### config.mk
export PLATFORM = sky130hd
export DESIGN_NAME = hazard_scoreboard_flat
export DESIGN_NICKNAME = d
export VERILOG_FILES = /design/src/rtl/hazard_scoreboard_if.sv /design/src/rtl/hazard_scoreboard.sv /design/src/flat_wrapper.sv
export SDC_FILE = /design/constraint.sdc
export NUM_CORES = 1
export LEC_CHECK = 0
export ABC_AREA = 1
export CAP_MARGIN = 30
export CELL_PAD_IN_SITES_DETAIL_PLACEMENT = 1
export CELL_PAD_IN_SITES_GLOBAL_PLACEMENT = 2
export CORE_UTILIZATION = 30
export CTS_CLUSTER_SIZE = 25
export DETAILED_ROUTE_END_ITERATION = 10
export PLACE_DENSITY_LB_ADDON = 0.1
export SYNTH_ARGS = -nofsm -noshare
export SYNTH_HDL_FRONTEND = slang
export SYNTH_SLANG_ARGS = --single-unit
### constraint.sdc
create_clock -name clk -period 5.6 [get_ports clk]
set_clock_uncertainty 0.1 [all_clocks]
set_input_delay 1.12 -clock clk [delete_from_list [all_inputs] [get_ports clk]]
set_output_delay 1.12 -clock clk [all_outputs]
set_load 0.02 [all_outputs]
### src/rtl/hazard_scoreboard_if.sv
// Pipeline-side bundle for the hazard scoreboard: stage register fields and
// qualifiers in, stall/flush/forward controls and scoreboard status out.
interface hazard_scoreboard_if #(
  parameter int REG_ADDR_BITS = 5,
  parameter int FWD_STAGES    = 2,
  parameter int MAX_OUT       = 4,
  parameter int CNT_BITS      = 32
);
  localparam int FWD_W = $clog2(FWD_STAGES + 1);
  localparam int PC_W  = $clog2(MAX_OUT + 1);

  logic [REG_ADDR_BITS-1:0]            rs1D, rs2D, rdD;
  logic                                rs1UsedD, rs2UsedD, regWriteD;
  logic [REG_ADDR_BITS-1:0]            rs1E, rs2E, rdE;
  logic                                validE, regWriteE, loadE, longOpE, mispredictE;
  logic [FWD_STAGES*REG_ADDR_BITS-1:0] fwdRd;
  logic [FWD_STAGES-1:0]               fwdWe;
  logic                                cplValid;
  logic [REG_ADDR_BITS-1:0]            cplRd;
  logic                                stallF, stallD, stallE, flushD, flushE;
  logic [FWD_W-1:0]                    forwardAE, forwardBE;
  logic [PC_W-1:0]                     pendingCount;
  logic [CNT_BITS-1:0]                 stallCycles;

  modport master (
    output rs1D, rs2D, rdD, rs1UsedD, rs2UsedD, regWriteD,
    output rs1E, rs2E, rdE, validE, regWriteE, loadE, longOpE, mispredictE,
    output fwdRd, fwdWe, cplValid, cplRd,
    input  stallF, stallD, stallE, flushD, flushE,
    input  forwardAE, forwardBE, pendingCount, stallCycles
  );

  modport slave (
    input  rs1D, rs2D, rdD, rs1UsedD, rs2UsedD, regWriteD,
    input  rs1E, rs2E, rdE, validE, regWriteE, loadE, longOpE, mispredictE,
    input  fwdRd, fwdWe, cplValid, cplRd,
    output stallF, stallD, stallE, flushD, flushE,
    output forwardAE, forwardBE, pendingCount, stallCycles
  );
endinterface

### src/rtl/hazard_scoreboard.sv
// Hazard unit with a register scoreboard for out-of-order variable-latency ops:
// load-use/long-use/RAW/WAW/structural stalls, flushes and priority forwarding.
module hazard_scoreboard #(
  parameter int REG_ADDR_BITS = 5,
  parameter int NUM_REGS      = 32,
  parameter int FWD_STAGES    = 2,
  parameter int MAX_OUT       = 4,
  parameter int CNT_BITS      = 32
) (
  input  logic           clk,
  input  logic           rst_n,
  hazard_scoreboard_if.slave bus
);
  localparam int FWD_W = $clog2(FWD_STAGES + 1);
  localparam int PC_W  = $clog2(MAX_OUT + 1);

  logic [NUM_REGS-1:0] pending;
  logic [PC_W-1:0]     pending_count;
  logic [CNT_BITS-1:0] stall_cycles;

  logic full, dispatch, cpl_clear;
  logic rs1_busy, rs2_busy, rd_busy, rd_e_match;
  logic load_use, long_use, raw_busy, waw_busy, struct_stall, stall;
  logic [FWD_W-1:0] fwd_a, fwd_b;

  assign full      = (pending_count == PC_W'(MAX_OUT));
  assign dispatch  = bus.validE & bus.longOpE & bus.regWriteE & (bus.rdE != '0) & ~full;
  assign cpl_clear = bus.cplValid & pending[bus.cplRd];

  // A completing register is already free this cycle; its data is bypassed outside.
  assign rs1_busy = pending[bus.rs1D] & ~(bus.cplValid & (bus.cplRd == bus.rs1D));
  assign rs2_busy = pending[bus.rs2D] & ~(bus.cplValid & (bus.cplRd == bus.rs2D));
  assign rd_busy  = pending[bus.rdD]  & ~(bus.cplValid & (bus.cplRd == bus.rdD));

  assign rd_e_match = (bus.rdE != '0) &
                      ((bus.rs1UsedD & (bus.rs1D == bus.rdE)) |
                       (bus.rs2UsedD & (bus.rs2D == bus.rdE)));

  assign load_use     = bus.validE & bus.loadE & rd_e_match;
  assign long_use     = bus.validE & bus.longOpE & rd_e_match;
  assign raw_busy     = (rs1_busy & bus.rs1UsedD) | (rs2_busy & bus.rs2UsedD);
  assign waw_busy     = bus.regWriteD & rd_busy;
  assign struct_stall = bus.validE & bus.longOpE & bus.regWriteE & full;
  assign stall        = struct_stall | load_use | long_use | raw_busy | waw_busy;

  assign bus.stallE = struct_stall;
  assign bus.stallD = stall;
  assign bus.stallF = stall;
  assign bus.flushD = bus.mispredictE;
  assign bus.flushE = bus.mispredictE | (stall & ~struct_stall);

  // Scan oldest to youngest so the youngest matching stage overwrites the choice.
  always_comb begin
    fwd_a = '0;
    fwd_b = '0;
    for (int i = FWD_STAGES - 1; i >= 0; i--) begin
      if (bus.fwdWe[i] && (bus.rs1E != '0) &&
          (bus.fwdRd[i*REG_ADDR_BITS +: REG_ADDR_BITS] == bus.rs1E))
        fwd_a = FWD_W'(i + 1);
      if (bus.fwdWe[i] && (bus.rs2E != '0) &&
          (bus.fwdRd[i*REG_ADDR_BITS +: REG_ADDR_BITS] == bus.rs2E))
        fwd_b = FWD_W'(i + 1);
    end
  end

  assign bus.forwardAE    = fwd_a;
  assign bus.forwardBE    = fwd_b;
  assign bus.pendingCount = pending_count;
  assign bus.stallCycles  = stall_cycles;

  // The set is issued after the clear so a same-register dispatch keeps the bit.
  always_ff @(posedge clk or negedge rst_n) begin
    if (!rst_n) begin
      pending       <= '0;
      pending_count <= '0;
      stall_cycles  <= '0;
    end else begin
      if (cpl_clear)
        pending[bus.cplRd] <= 1'b0;
      if (dispatch)
        pending[bus.rdE] <= 1'b1;
      if (dispatch && !cpl_clear)
        pending_count <= pending_count + PC_W'(1);
      else if (cpl_clear && !dispatch)
        pending_count <= pending_count - PC_W'(1);
      if (stall && (stall_cycles != '1))
        stall_cycles <= stall_cycles + CNT_BITS'(1);
    end
  end
endmodule

### src/flat_wrapper.sv
// flat-port wrapper written by rule: the top's interface ports become plain ports
module hazard_scoreboard_flat 
#(
  parameter int REG_ADDR_BITS = 5,
  parameter int NUM_REGS      = 32,
  parameter int FWD_STAGES    = 2,
  parameter int MAX_OUT       = 4,
  parameter int CNT_BITS      = 32
)
  (clk, rst_n, bus_rs1D, bus_rs2D, bus_rdD, bus_rs1UsedD, bus_rs2UsedD, bus_regWriteD, bus_rs1E, bus_rs2E, bus_rdE, bus_validE, bus_regWriteE, bus_loadE, bus_longOpE, bus_mispredictE, bus_fwdRd, bus_fwdWe, bus_cplValid, bus_cplRd, bus_stallF, bus_stallD, bus_stallE, bus_flushD, bus_flushE, bus_forwardAE, bus_forwardBE, bus_pendingCount, bus_stallCycles);
  hazard_scoreboard_if #(.REG_ADDR_BITS(REG_ADDR_BITS), .FWD_STAGES(FWD_STAGES), .MAX_OUT(MAX_OUT), .CNT_BITS(CNT_BITS)) bus_i ();
  input  logic clk;
  input  logic rst_n;
  input wire logic [$bits(bus_i.rs1D)-1:0] bus_rs1D;
  input wire logic [$bits(bus_i.rs2D)-1:0] bus_rs2D;
  input wire logic [$bits(bus_i.rdD)-1:0] bus_rdD;
  input wire logic [$bits(bus_i.rs1UsedD)-1:0] bus_rs1UsedD;
  input wire logic [$bits(bus_i.rs2UsedD)-1:0] bus_rs2UsedD;
  input wire logic [$bits(bus_i.regWriteD)-1:0] bus_regWriteD;
  input wire logic [$bits(bus_i.rs1E)-1:0] bus_rs1E;
  input wire logic [$bits(bus_i.rs2E)-1:0] bus_rs2E;
  input wire logic [$bits(bus_i.rdE)-1:0] bus_rdE;
  input wire logic [$bits(bus_i.validE)-1:0] bus_validE;
  input wire logic [$bits(bus_i.regWriteE)-1:0] bus_regWriteE;
  input wire logic [$bits(bus_i.loadE)-1:0] bus_loadE;
  input wire logic [$bits(bus_i.longOpE)-1:0] bus_longOpE;
  input wire logic [$bits(bus_i.mispredictE)-1:0] bus_mispredictE;
  input wire logic [$bits(bus_i.fwdRd)-1:0] bus_fwdRd;
  input wire logic [$bits(bus_i.fwdWe)-1:0] bus_fwdWe;
  input wire logic [$bits(bus_i.cplValid)-1:0] bus_cplValid;
  input wire logic [$bits(bus_i.cplRd)-1:0] bus_cplRd;
  output wire logic [$bits(bus_i.stallF)-1:0] bus_stallF;
  output wire logic [$bits(bus_i.stallD)-1:0] bus_stallD;
  output wire logic [$bits(bus_i.stallE)-1:0] bus_stallE;
  output wire logic [$bits(bus_i.flushD)-1:0] bus_flushD;
  output wire logic [$bits(bus_i.flushE)-1:0] bus_flushE;
  output wire logic [$bits(bus_i.forwardAE)-1:0] bus_forwardAE;
  output wire logic [$bits(bus_i.forwardBE)-1:0] bus_forwardBE;
  output wire logic [$bits(bus_i.pendingCount)-1:0] bus_pendingCount;
  output wire logic [$bits(bus_i.stallCycles)-1:0] bus_stallCycles;
  assign bus_i.rs1D = bus_rs1D;
  assign bus_i.rs2D = bus_rs2D;
  assign bus_i.rdD = bus_rdD;
  assign bus_i.rs1UsedD = bus_rs1UsedD;
  assign bus_i.rs2UsedD = bus_rs2UsedD;
  assign bus_i.regWriteD = bus_regWriteD;
  assign bus_i.rs1E = bus_rs1E;
  assign bus_i.rs2E = bus_rs2E;
  assign bus_i.rdE = bus_rdE;
  assign bus_i.validE = bus_validE;
  assign bus_i.regWriteE = bus_regWriteE;
  assign bus_i.loadE = bus_loadE;
  assign bus_i.longOpE = bus_longOpE;
  assign bus_i.mispredictE = bus_mispredictE;
  assign bus_i.fwdRd = bus_fwdRd;
  assign bus_i.fwdWe = bus_fwdWe;
  assign bus_i.cplValid = bus_cplValid;
  assign bus_i.cplRd = bus_cplRd;
  assign bus_stallF = bus_i.stallF;
  assign bus_stallD = bus_i.stallD;
  assign bus_stallE = bus_i.stallE;
  assign bus_flushD = bus_i.flushD;
  assign bus_flushE = bus_i.flushE;
  assign bus_forwardAE = bus_i.forwardAE;
  assign bus_forwardBE = bus_i.forwardBE;
  assign bus_pendingCount = bus_i.pendingCount;
  assign bus_stallCycles = bus_i.stallCycles;
  hazard_scoreboard #(.REG_ADDR_BITS(REG_ADDR_BITS), .NUM_REGS(NUM_REGS), .FWD_STAGES(FWD_STAGES), .MAX_OUT(MAX_OUT), .CNT_BITS(CNT_BITS)) u_core (.clk(clk), .rst_n(rst_n), .bus(bus_i));
endmodule
# [Yosys cells after proc, flatten, opt, wreduce, memory -nomap -nowiden]
# Cells that the tools add are included.
[word_totals] ff_bits=67 latchBits=0 ramBits=0 romBits=0 in_bits=58 output_inout_bits=44 wordCells=100 n_memories=0
[op_classes] add_sub_neg=3 multipliers=0 n_div=0 n_lt_le_gt_ge=7 n_eq_ne=11 n_shift=0 muxes=20 n_bitwise=37 n_reduce_logical=19
[op_table] cell="two-way mux 32 bit" count=2
[op_table] cell="== test 5 bit" count=9
[op_table] cell="adder 32 x 1 -> 32 bit (second input constant)" count=1
[op_table] cell="AND 32 bit" count=1
[op_table] cell="inequality test 32 bit (second input constant)" count=1
[op_table] cell="inverter 32 bit" count=1
[op_table] cell="OR 32 bit" count=1
[op_table] cell="less-than comparator 5 x 6 -> 1 bit (second input constant)" count=5
[op_table] cell="AND 1 bit" count=22
[op_table] cell="binary-select mux 1 bit (select 5 bit)" count=4
[op_table] cell="nonzero test 5 bit" count=3
[op_table] cell="logical AND 1 bit" count=13
[op_table] cell="demux 1 bit (select 5 bit)" count=2
[op_table] cell=">= comparator 5 x 1 -> 1 bit (second input constant)" count=2
[op_table] cell="two-way mux 2 bit" count=4
[op_table] cell="OR 1 bit" count=7
[op_table] cell="two-way mux 1 bit" count=6
[op_table] cell="two-way mux 3 bit" count=2
[op_table] cell="inverter 1 bit" count=5
[op_table] cell="adder 3 x 1 -> 3 bit (second input constant)" count=1
[op_table] cell="== test 3 bit (second input constant)" count=1
[op_table] cell="subtractor 3 x 1 -> 3 bit (second input constant)" count=1
[op_table] cell="zero test 1 bit" count=2
[op_table] cell="nonzero test 2 bit" count=1

# [Depth between registers and ports, before layout]
# Gate-level depths: netlist (run 1).
[depth] ltp_word=11 depth_mapped=16 ltp_nobuf=13

# [Worst setup path after synthesis (run 1)]
# Ideal clock, no wire load.
[synth_path] path_kind="in2out" from="input bus_regWriteE" to="output bus_stallF" arrival_ps=2802 required_ps=4380 setup_slack_ps=1578 stages=8 n_path_buf=2 path_cell_list="nand3_1 -> nor4_1 -> a21oi_1 -> nand2_2 -> inv_1 -> nand2_1 -> buf_4 -> buf_4"
[synth_via] elab_chain_cells=6
[synth_lines] element="start: declaration" line="flat_wrapper.sv:24" rtl="input wire logic [$bits(bus_i.regWriteE)-1:0] bus_regWriteE;"
[synth_lines] element="AND 1 bit (2 in series)" line="hazard_scoreboard.sv:43" rtl="assign struct_stall = bus.validE & bus.longOpE & bus.regWriteE & full;"
[synth_lines] element="named net bus_stallE" line="flat_wrapper.sv:34" rtl="output wire logic [$bits(bus_i.stallE)-1:0] bus_stallE;"
[synth_lines] element="OR 1 bit (4 in series)" line="hazard_scoreboard.sv:44" rtl="assign stall = struct_stall | load_use | long_use | raw_busy | waw_busy;"
[synth_lines] element="end: declaration" line="flat_wrapper.sv:32" rtl="output wire logic [$bits(bus_i.stallF)-1:0] bus_stallF;"
# The timed path passes the listed nets, and every way through them passes these cells.

# [Final worst setup path (run 1)]
[layout_path] from="input bus_rdD[1]" to="output bus_flushE"
[layout_via] elab_chain_cells=8 elab_cells_between_ends=10 classes_between="eq/ne: 1; mux: 2; bitwise: 7"
[layout_lines] element="start: declaration" line="flat_wrapper.sv:16" rtl="input wire logic [$bits(bus_i.rdD)-1:0] bus_rdD;"
[layout_lines] element="branches (longest 3 deep; another with binary-select mux 1 bit (select 5 bit))"
[layout_lines] element="AND 1 bit (*)" line="hazard_scoreboard.sv:33" rtl="assign rd_busy = pending[bus.rdD] & ~(bus.cplValid & (bus.cplRd == bus.rdD));"
[layout_lines] element="AND 1 bit (*)" line="hazard_scoreboard.sv:42" rtl="assign waw_busy = bus.regWriteD & rd_busy;"
[layout_lines] element="OR 1 bit (*)" line="hazard_scoreboard.sv:44"
[layout_lines] element="AND 1 bit (*)" line="hazard_scoreboard.sv:50" rtl="assign bus.flushE = bus.mispredictE | (stall & ~struct_stall);"
[layout_lines] element="OR 1 bit (*)" line="hazard_scoreboard.sv:50"
[layout_lines] element="end: declaration" line="flat_wrapper.sv:36" rtl="output wire logic [$bits(bus_i.flushE)-1:0] bus_flushE;"
# Mark *: on every way between the ends. The select of a mux whose other input is x is not followed.

==> impl_metrics.toml, run 1 <==
[clock_tree]
clockRootBuffer = "clkbuf_16"
cts_buffers = 9
cts_buffer_depth = 2
cts.clk_slew.worst_paths_ps = 60
hold_buffers = 0
cts.sinks = 67
clk_latency_ps = 340
cts_setup_buffers = 0
htreeDepth = 3
ctsResizeCount = 0
cts_tree = "built"

[flow_run]
drv_cap = 0

[floorplan]
core.rowCount = 52
die_y_um = 145
core_area_um2 = 20200
ioPinCount = 102
die_x_um = 145
initial_core_util_pct = 30.6
dieArea_um2 = 21100

[logic_synthesis]
yosysUniqueCellTypes = 46
synth_top_area_share_pct = 27.2
ys_warn_count = 0
ys.flop_type = "dfrtp_1"
ys_seq_elements = 67
synth_common_cells = "nand2_1, nand3_1, inv_1"
synthCells = 942
synth_seq_area_share_pct = 27.2
netlist_area_um2 = 6170
synth_area_leaders = "dfrtp_1, nand2_1, nand3_1"
yosysMostFrequentCell = "nand2_1"
async_flop_share_pct = 100
syn_avg_cell_area_um2 = 6.55
yosysTopAreaCell = "dfrtp_1"
synth_edf_count = 0
synth_fp_nets = 1003

[power_and_ir_drop]
p_leak_nw = 3.45
seqPwrFrac_pct = 33.1
combPwrFrac_pct = 34.9
p_clk_share_pct = 32.0
sw_frac_of_total_pct = 38.6
p_int_w = 0.00121
p_sw_w = 0.000757
ir_worst_vdd_v = 0.000157
power.density_nw_per_um2 = 258

[sta]
fin_crit_ps = 5010
hold_viol = 0
fmax_mhz = 200
max-slew-margin-rel_pct = 37.6
slew_violations = 0
setup_ws_ps = 591
setup_violations = 0
worst_slew_pin_slew_ps = 927
period_share_pct = 89.4
rsz0062_at_grt = "false"
tns_ps = 0

[route]
drt_first_pass_iters = 5
drc_errors = 0
drt_wl_total_mm = 25.0
wire_per_inst_um = 19.2
drt.antenna.violating_nets = 0
dr_total_vias = 6693
drtIter0Drc = 315
via_per_inst = 5.14

[setup_path]
crit_chain = "clkdlybuf4s50_1 > clkinv_1 > nor2_1 > nor2_1 > nand3_1 > nand2_1 > inv_1 > nand3_1 > nand2_2 > nor2_1 > o21bai_1 > clkdlybuf4s50_1"
worstSetupPathDepth = 12
cpMaxStageDelayCell = "clkdlybuf4s50_1"
end_kind = "output pin"
max_stage_delay_ps = 750
cp-start-kind = "input pin"
worstSetupPathType = "in2out"
cp.arrival_ps = 3790
cpLargestDelayFamily = "buffers and inverters"
crit_fanout = 10
cp_data_required_time_ps = 4380
reg2reg_depth = 11
crit_buf_inv = 4
cp_common_cell = "nor2_1"

[place]
gp_congestion = 0.881
post-place-ws_ps = 632
dp_hpwl_mm = 18.9
placed_area_um2 = 7240
io_buffers = 101

[grt]
antenna_found_initial = 0
overflow = 0
grt_pass1_vias = 6916
grt_pass1_wl_mm = 39.5
grt_max_degree = 68
track_usage_pct = 24.2

[finish]
drive_gt1_share_pct = 7.75
layout.nets = 1088
fin_area_um2 = 7600
fillers = 2612
area_growth_pct = 23.2
diodes = 0

[worst_hold_path]
hold_class = "reg2reg"
holdPathStages = 2

[outcome]
status = "complete, no violations"
-- through the flow --
stage / hold WS (ps) / power, W / utilization, % / std cells
global route: 392 / 0.00208 / 37.7 / 1302
CTS: 373 / 0.00199 / 37.5 / 1301
global placement: 355 / 0.00133 / 35.9 / 1285
floorplan: 341 / 0.00107 / - / 942
detailed placement: 359 / 0.00134 / 35.9 / 1285
finish: 369 / 0.00196 / 37.7 / 1302
-- state kept, by name (all words and copies together) (netlist names) --
| name | flops |
|---|---|
| u_core.pending | 32 |
| u_core.bus.stallCycles | 32 |
| u_core.bus.pendingCount | 3 |
-- worst register-to-register path: cells and delay by family, from the launching register on --
family	cells	cell delay (ps)
AOI/OAI and AO/OA	1	580
adders and majority gates	1	270
DFF	1	430
and+or+nand+nor	9	1660
-- path summary, 6_finish.rpt --
kind	to	from	slack [ps]
worst max-delay path	bus_flushE	bus_rdD[1]	590
worst min-delay path	u_core.pending[23]$_DFF_PN0_	u_core.pending[23]$_DFF_PN0_	370
worst max register to register	u_core.bus.stallCycles[29]$_DFFE_PN0P_	u_core.bus.stallCycles[0]$_DFFE_PN0P_	2490
worst min register to register	u_core.pending[23]$_DFF_PN0_	u_core.pending[23]$_DFF_PN0_	370
max in group asynchronous	u_core.bus.stallCycles[13]$_DFFE_PN0P_	rst_n	4400
min in group asynchronous	u_core.pending[0]$_DFF_PN0_	rst_n	680
-- routing by layer --
layer  track usage, %  share of wire, %
met1             28.7                42
met2             42.8                50
met3             3.79               3.4
met4             10.8               4.0
met5                0                 0
-- cells in the final DEF (no fill, tap or decap), types with 15 or more instances in the layout --
| master | n |
|---|---|
| nand3_2 | 29 |
| xor2_1 | 32 |
| nand3_1 | 135 |
| nor2_1 | 86 |
| o211ai_1 | 18 |
| dfrtp_1 | 67 |
| o21ai_0 | 20 |
| inv_1 | 101 |
| clkdlybuf4s50_1 | 99 |
| nor4_1 | 15 |
| nand2_1 | 285 |
| nor3_1 | 22 |
| o22ai_1 | 32 |
-- power groups by stage --
stage | clock network, W | registers (W) | logic (W)
final | 0.000628 | 0.000650 | 0.000685
after global routing | 0.000667 | 0.000663 | 0.000749
after CTS | 0.000651 | 0.000650 | 0.000685
after detailed placement | 0 | 0.000658 | 0.000680
after global placement | 0 | 0.000654 | 0.000677
after floorplan | 0 | 0.000663 | 0.000404
-- area by class of cell --
type / count / area (um2) / share of cell area (%)
well taps: 270 / 338 / 4.45
inverters: 109 / 414 / 5.45
clock inverters: 6 / 88.8 / 1.17
clock buffers: 10 / 239 / 3.15
multi-input cells: 725 / 3710 / 48.9
repair buffers: 115 / 1130 / 14.9
flip-flops and latches: 67 / 1680 / 22.1
-- kinds of logic after synthesis --
logic type      share of synthesized area (%)
compound gates                           9.27
fa+ha+maj                               0.730
buf+inv                                  12.6
xor+xnor                                 5.68
flops                                    27.2
mux                                     0.183
simple gates                             44.3
Note: power is estimated with default switching activity, not from simulation.
==> run 2, diff against run 1 <==
Settings changed: SLEW_MARGIN from default to 5.
==> impl_metrics.toml, run 2 (synthesis gave the netlist of run 1 again) <==
[clock_tree]
htreeDepth = 3
cts_buffer_depth = 2
cts_buffers = 9
clk_latency_ps = 340
ctsResizeCount = 0
cts_setup_buffers = 0
cts_tree = "built"
cts.sinks = 67
hold_buffers = 0
clockRootBuffer = "clkbuf_16"
cts.clk_slew.worst_paths_ps = 60

[sta]
tns_ps = 0
worst_slew_pin_slew_ps = 911
max-slew-margin-rel_pct = 38.7
fin_crit_ps = 5000
setup_violations = 0
hold_viol = 0
fmax_mhz = 200
slew_violations = 0
period_share_pct = 89.2
rsz0062_at_grt = "false"

[route]
drt_first_pass_iters = 4
drtIter0Drc = 358
drt_wl_total_mm = 24.9
met2WireLength_mm = 12.6
wl_met3_um = 902
drc_errors = 0
maxUsedRoutingLayer = "met4"
drt-met1-wl_mm = 10.5
drt.antenna.violating_nets = 0
wire_per_inst_um = 19.2
dr_total_vias = 6662
via_per_inst = 5.12

[grt]
grt_pass1_wl_mm = 39.5
grt_max_degree = 68
grt_pass1_vias = 6916
antenna_found_initial = 0
overflow = 0
track_usage_pct = 24.2

[floorplan]
ioPinCount = 102
core_area_um2 = 20200
die_x_um = 145
core.rowCount = 52
die_y_um = 145
initial_core_util_pct = 30.6
dieArea_um2 = 21100

[place]
dp_hpwl_mm = 18.9
io_buffers = 101
gp_congestion = 0.881

[power_and_ir_drop]
p_total_w = 0.00196
ir_worst_vdd_v = 0.000157
power.density_nw_per_um2 = 258
p_leak_nw = 3.45

[finish]
area_growth_pct = 23.2
diodes = 0
fillers = 2606
final_cell_mix = "nand2_1, nand3_1, inv_1"
multiInputGateArea_um2 = 3710
drive_gt1_share_pct = 7.75
final_common_cell = "nand2_1"
seq_area_um2 = 1680
layout.nets = 1088

[setup_path]
crit_fanout = 10
cp-start-kind = "input pin"
worstSetupPathType = "in2out"
cp_data_required_time_ps = 4380
end_kind = "output pin"
cp.arrival_ps = 3780

[flow_run]
drv_cap = 0

[outcome]
status = "complete, no violations"

[worst_hold_path]
hold_class = "reg2reg"
==> run 2: layout make-up <==
type	count	share of cell area [%]
Sequential cell	67	22.1
Tap cell	270	4.45
Multi-Input combinational cell	725	48.9
Timing Repair Buffer	115	14.9
Clock buffer	10	3.15
Inverter	109	5.45
Clock inverter	6	1.17
==> run 2: worst paths after layout <==
| kind | from | slack (ps) | to | depth (start not counted) |
|---|---|---|---|---|
| worst max-delay path | bus_rdD[1] | 600 | bus_flushE | 12 |
| worst min-delay path | u_core.pending[23]$_DFF_PN0_ | 370 | u_core.pending[23]$_DFF_PN0_ | 2 |
| worst max register to register | u_core.bus.stallCycles[0]$_DFFE_PN0P_ | 2470 | u_core.bus.stallCycles[29]$_DFFE_PN0P_ | 11 |
| worst min register to register | u_core.pending[23]$_DFF_PN0_ | 370 | u_core.pending[23]$_DFF_PN0_ | 2 |
| max in group asynchronous | rst_n | 4350 | u_core.bus.stallCycles[27]$_DFFE_PN0P_ | 2 |
| min in group asynchronous | rst_n | 500 | u_core.pending[0]$_DFF_PN0_ | 1 |
==> run 2: critical path: stages <==
cell and delay [ps]:
clkdlybuf4s50_1 750, clkinv_1 360, nor2_1 170, nor2_1 70
nand3_1 80, nand2_1 50, inv_1 50, nand3_1 150
nand2_2 190, nor2_1 70, o21bai_1 110, clkdlybuf4s50_1 610
==> run 2: layer usage <==
layer	global-route usage (%)	vias up
met5	0	-
met4	10.8	0
li1	-	3257
met1	28.7	3210
met2	42.8	146
met3	3.79	49
==> run 2: where the power goes <==
group / internal [W] / leakage (nW) / switching [W]
registers: 0.000559 / 0.900 / 0.0000908
logic: 0.000244 / 2.40 / 0.000439
clock network: 0.000402 / 0.155 / 0.000225
==> run 2: metrics by stage <==
stage	hold slack (ps)	utilization (%)	std cells	area [um2]	setup WS [ps]
after floorplan	341	-	942	6170	1580
after global placement	355	35.9	1285	7240	608
after detailed placement	359	35.9	1285	7240	632
after CTS	373	37.5	1301	7570	609
after global routing	392	37.7	1302	7600	406
final	369	37.7	1302	7600	603
==> run 3, diff against run 2 <==
Settings changed: CORE_ASPECT_RATIO from default to 1.75.
==> impl_metrics.toml, run 3 (synthesis gave the netlist of run 1 again) <==
[outcome]
status = "complete, no violations"

[power_and_ir_drop]
p_clk_share_pct = 32.1
ir_worst_vdd_v = 0.000160
p_leak_nw = 3.47
power.density_nw_per_um2 = 259
seqPwrFrac_pct = 33.0
p_sw_w = 0.000762
combPwrFrac_pct = 34.9
p_int_w = 0.00121
sw_frac_of_total_pct = 38.7
p_total_w = 0.00197

[floorplan]
dieArea_um2 = 21200
core_area_um2 = 20200
die_y_um = 192
die_x_um = 110
ioPinCount = 102
core.rowCount = 69
initial_core_util_pct = 30.5

[place]
gp_congestion = 0.962
io_buffers = 101
dp_hpwl_mm = 20.9

[route]
drt_first_pass_iters = 4
maxUsedRoutingLayer = "met4"
wl_met3_um = 754
met2WireLength_mm = 15.4
drt-met1-wl_mm = 9.45
dr_total_vias = 6828
drt.antenna.violating_nets = 0
drc_errors = 0
wire_per_inst_um = 21.0
via_per_inst = 5.32
drtIter0Drc = 319
drt_wl_total_mm = 27.0

[clock_tree]
hold_buffers = 0
cts.clk_slew.worst_paths_ps = 60
clockRootBuffer = "clkbuf_16"
htreeDepth = 3
cts_setup_buffers = 0
cts_buffers = 9
ctsResizeCount = 0
cts.sinks = 67
cts_tree = "built"
cts_buffer_depth = 2
clk_latency_ps = 340

[worst_hold_path]
hold_class = "reg2reg"
holdPathStages = 2

[finish]
final_cell_mix = "nand2_1, nand3_1, inv_1"
diodes = 0
area_growth_pct = 23.2
final_common_cell = "nand2_1"
layout.nets = 1092
fin_util_pct = 37.6
drive_gt1_share_pct = 8.11

[grt]
antenna_found_initial = 0
track_usage_pct = 26.7
overflow = 0
grt_pass1_wl_mm = 41.1
grt_pass1_vias = 7131
grt_max_degree = 68

[sta]
worst_slew_pin_slew_ps = 966
fmax_mhz = 187
max-slew-margin-rel_pct = 35.0
rsz0062_at_grt = "false"
tns_ps = 0
slew_violations = 0
whs_ps = 368
fin_crit_ps = 5350
setup_violations = 0
hold_viol = 0
period_share_pct = 95.5

[setup_path]
worstSetupPathType = "in2out"
cp.arrival_ps = 4130
end_kind = "output pin"
crit_fanout = 7
reg2reg_depth = 11
cp-start-kind = "input pin"
cp_data_required_time_ps = 4380

[flow_run]
drv_cap = 0
[run 3: cell count changes in the layout (fill, tap and decap cells not counted), sizes merged]
| cell | previous run | this run |
|---|---|---|
| buf | 16 | 20 |
[run 3: worst max-delay path: stages]
cell             delay, ps
clkdlybuf4s50_1        780
inv_2                  230
o21ai_0                240
nor2_1                  70
nand3_1                230
nand2_1                 80
inv_1                   60
nand3_1                220
nand2_2                240
inv_1                   60
nand2_1                140
clkdlybuf4s50_1        630
[run 3: path summary, 6_finish.rpt]
kind | from | end | slack [ps]
worst max register to register | u_core.bus.stallCycles[1]$_DFFE_PN0P_ | u_core.bus.stallCycles[11]$_DFFE_PN0P_ | 2300
worst min register to register | u_core.pending[27]$_DFF_PN0_ | u_core.pending[27]$_DFF_PN0_ | 370
max in group asynchronous | rst_n | u_core.bus.stallCycles[29]$_DFFE_PN0P_ | 4380
worst min-delay path | u_core.pending[27]$_DFF_PN0_ | u_core.pending[27]$_DFF_PN0_ | 370
min in group asynchronous | rst_n | u_core.bus.stallCycles[10]$_DFFE_PN0P_ | 470
worst max-delay path | bus_cplRd[0] | bus_stallD | 250
[run 3: through the flow]
stage | cells | area, um2 | worst slack [ps]
after floorplan | 942 | 6170 | 1580
after global placement | 1265 | 7230 | 362
after detailed placement | 1267 | 7240 | 354
after CTS | 1283 | 7570 | 343
after global routing | 1284 | 7590 | 106
final | 1284 | 7590 | 252
[run 3: cell type report]
type,instances,area (um2)
flip-flops and latches,67,1680
repair buffers,119,1150
fillers,2641,12600
clock inverters,6,88.8
inverters,109,414
clock buffers,10,239
well taps,248,310
multi-input cells,725,3710
[run 3: metal layers]
| layer | vias to the layer above | track usage, % |
|---|---|---|
| met1 | 3344 | 26.1 |
| li1 | 3271 | - |
| met4 | 0 | 14.9 |
| met5 | - | 0 |
| met3 | 64 | 3.43 |
| met2 | 149 | 51.8 |
[run 3: power by group through the flow]
stage / combinational (W) / clock [W] / sequential (W)
after CTS: 0.000684 / 0.000648 / 0.000650
after detailed placement: 0.000680 / 0 / 0.000657
after global placement: 0.000679 / 0 / 0.000656
after global routing: 0.000753 / 0.000670 / 0.000660
after floorplan: 0.000404 / 0 / 0.000663
final: 0.000686 / 0.000632 / 0.000650
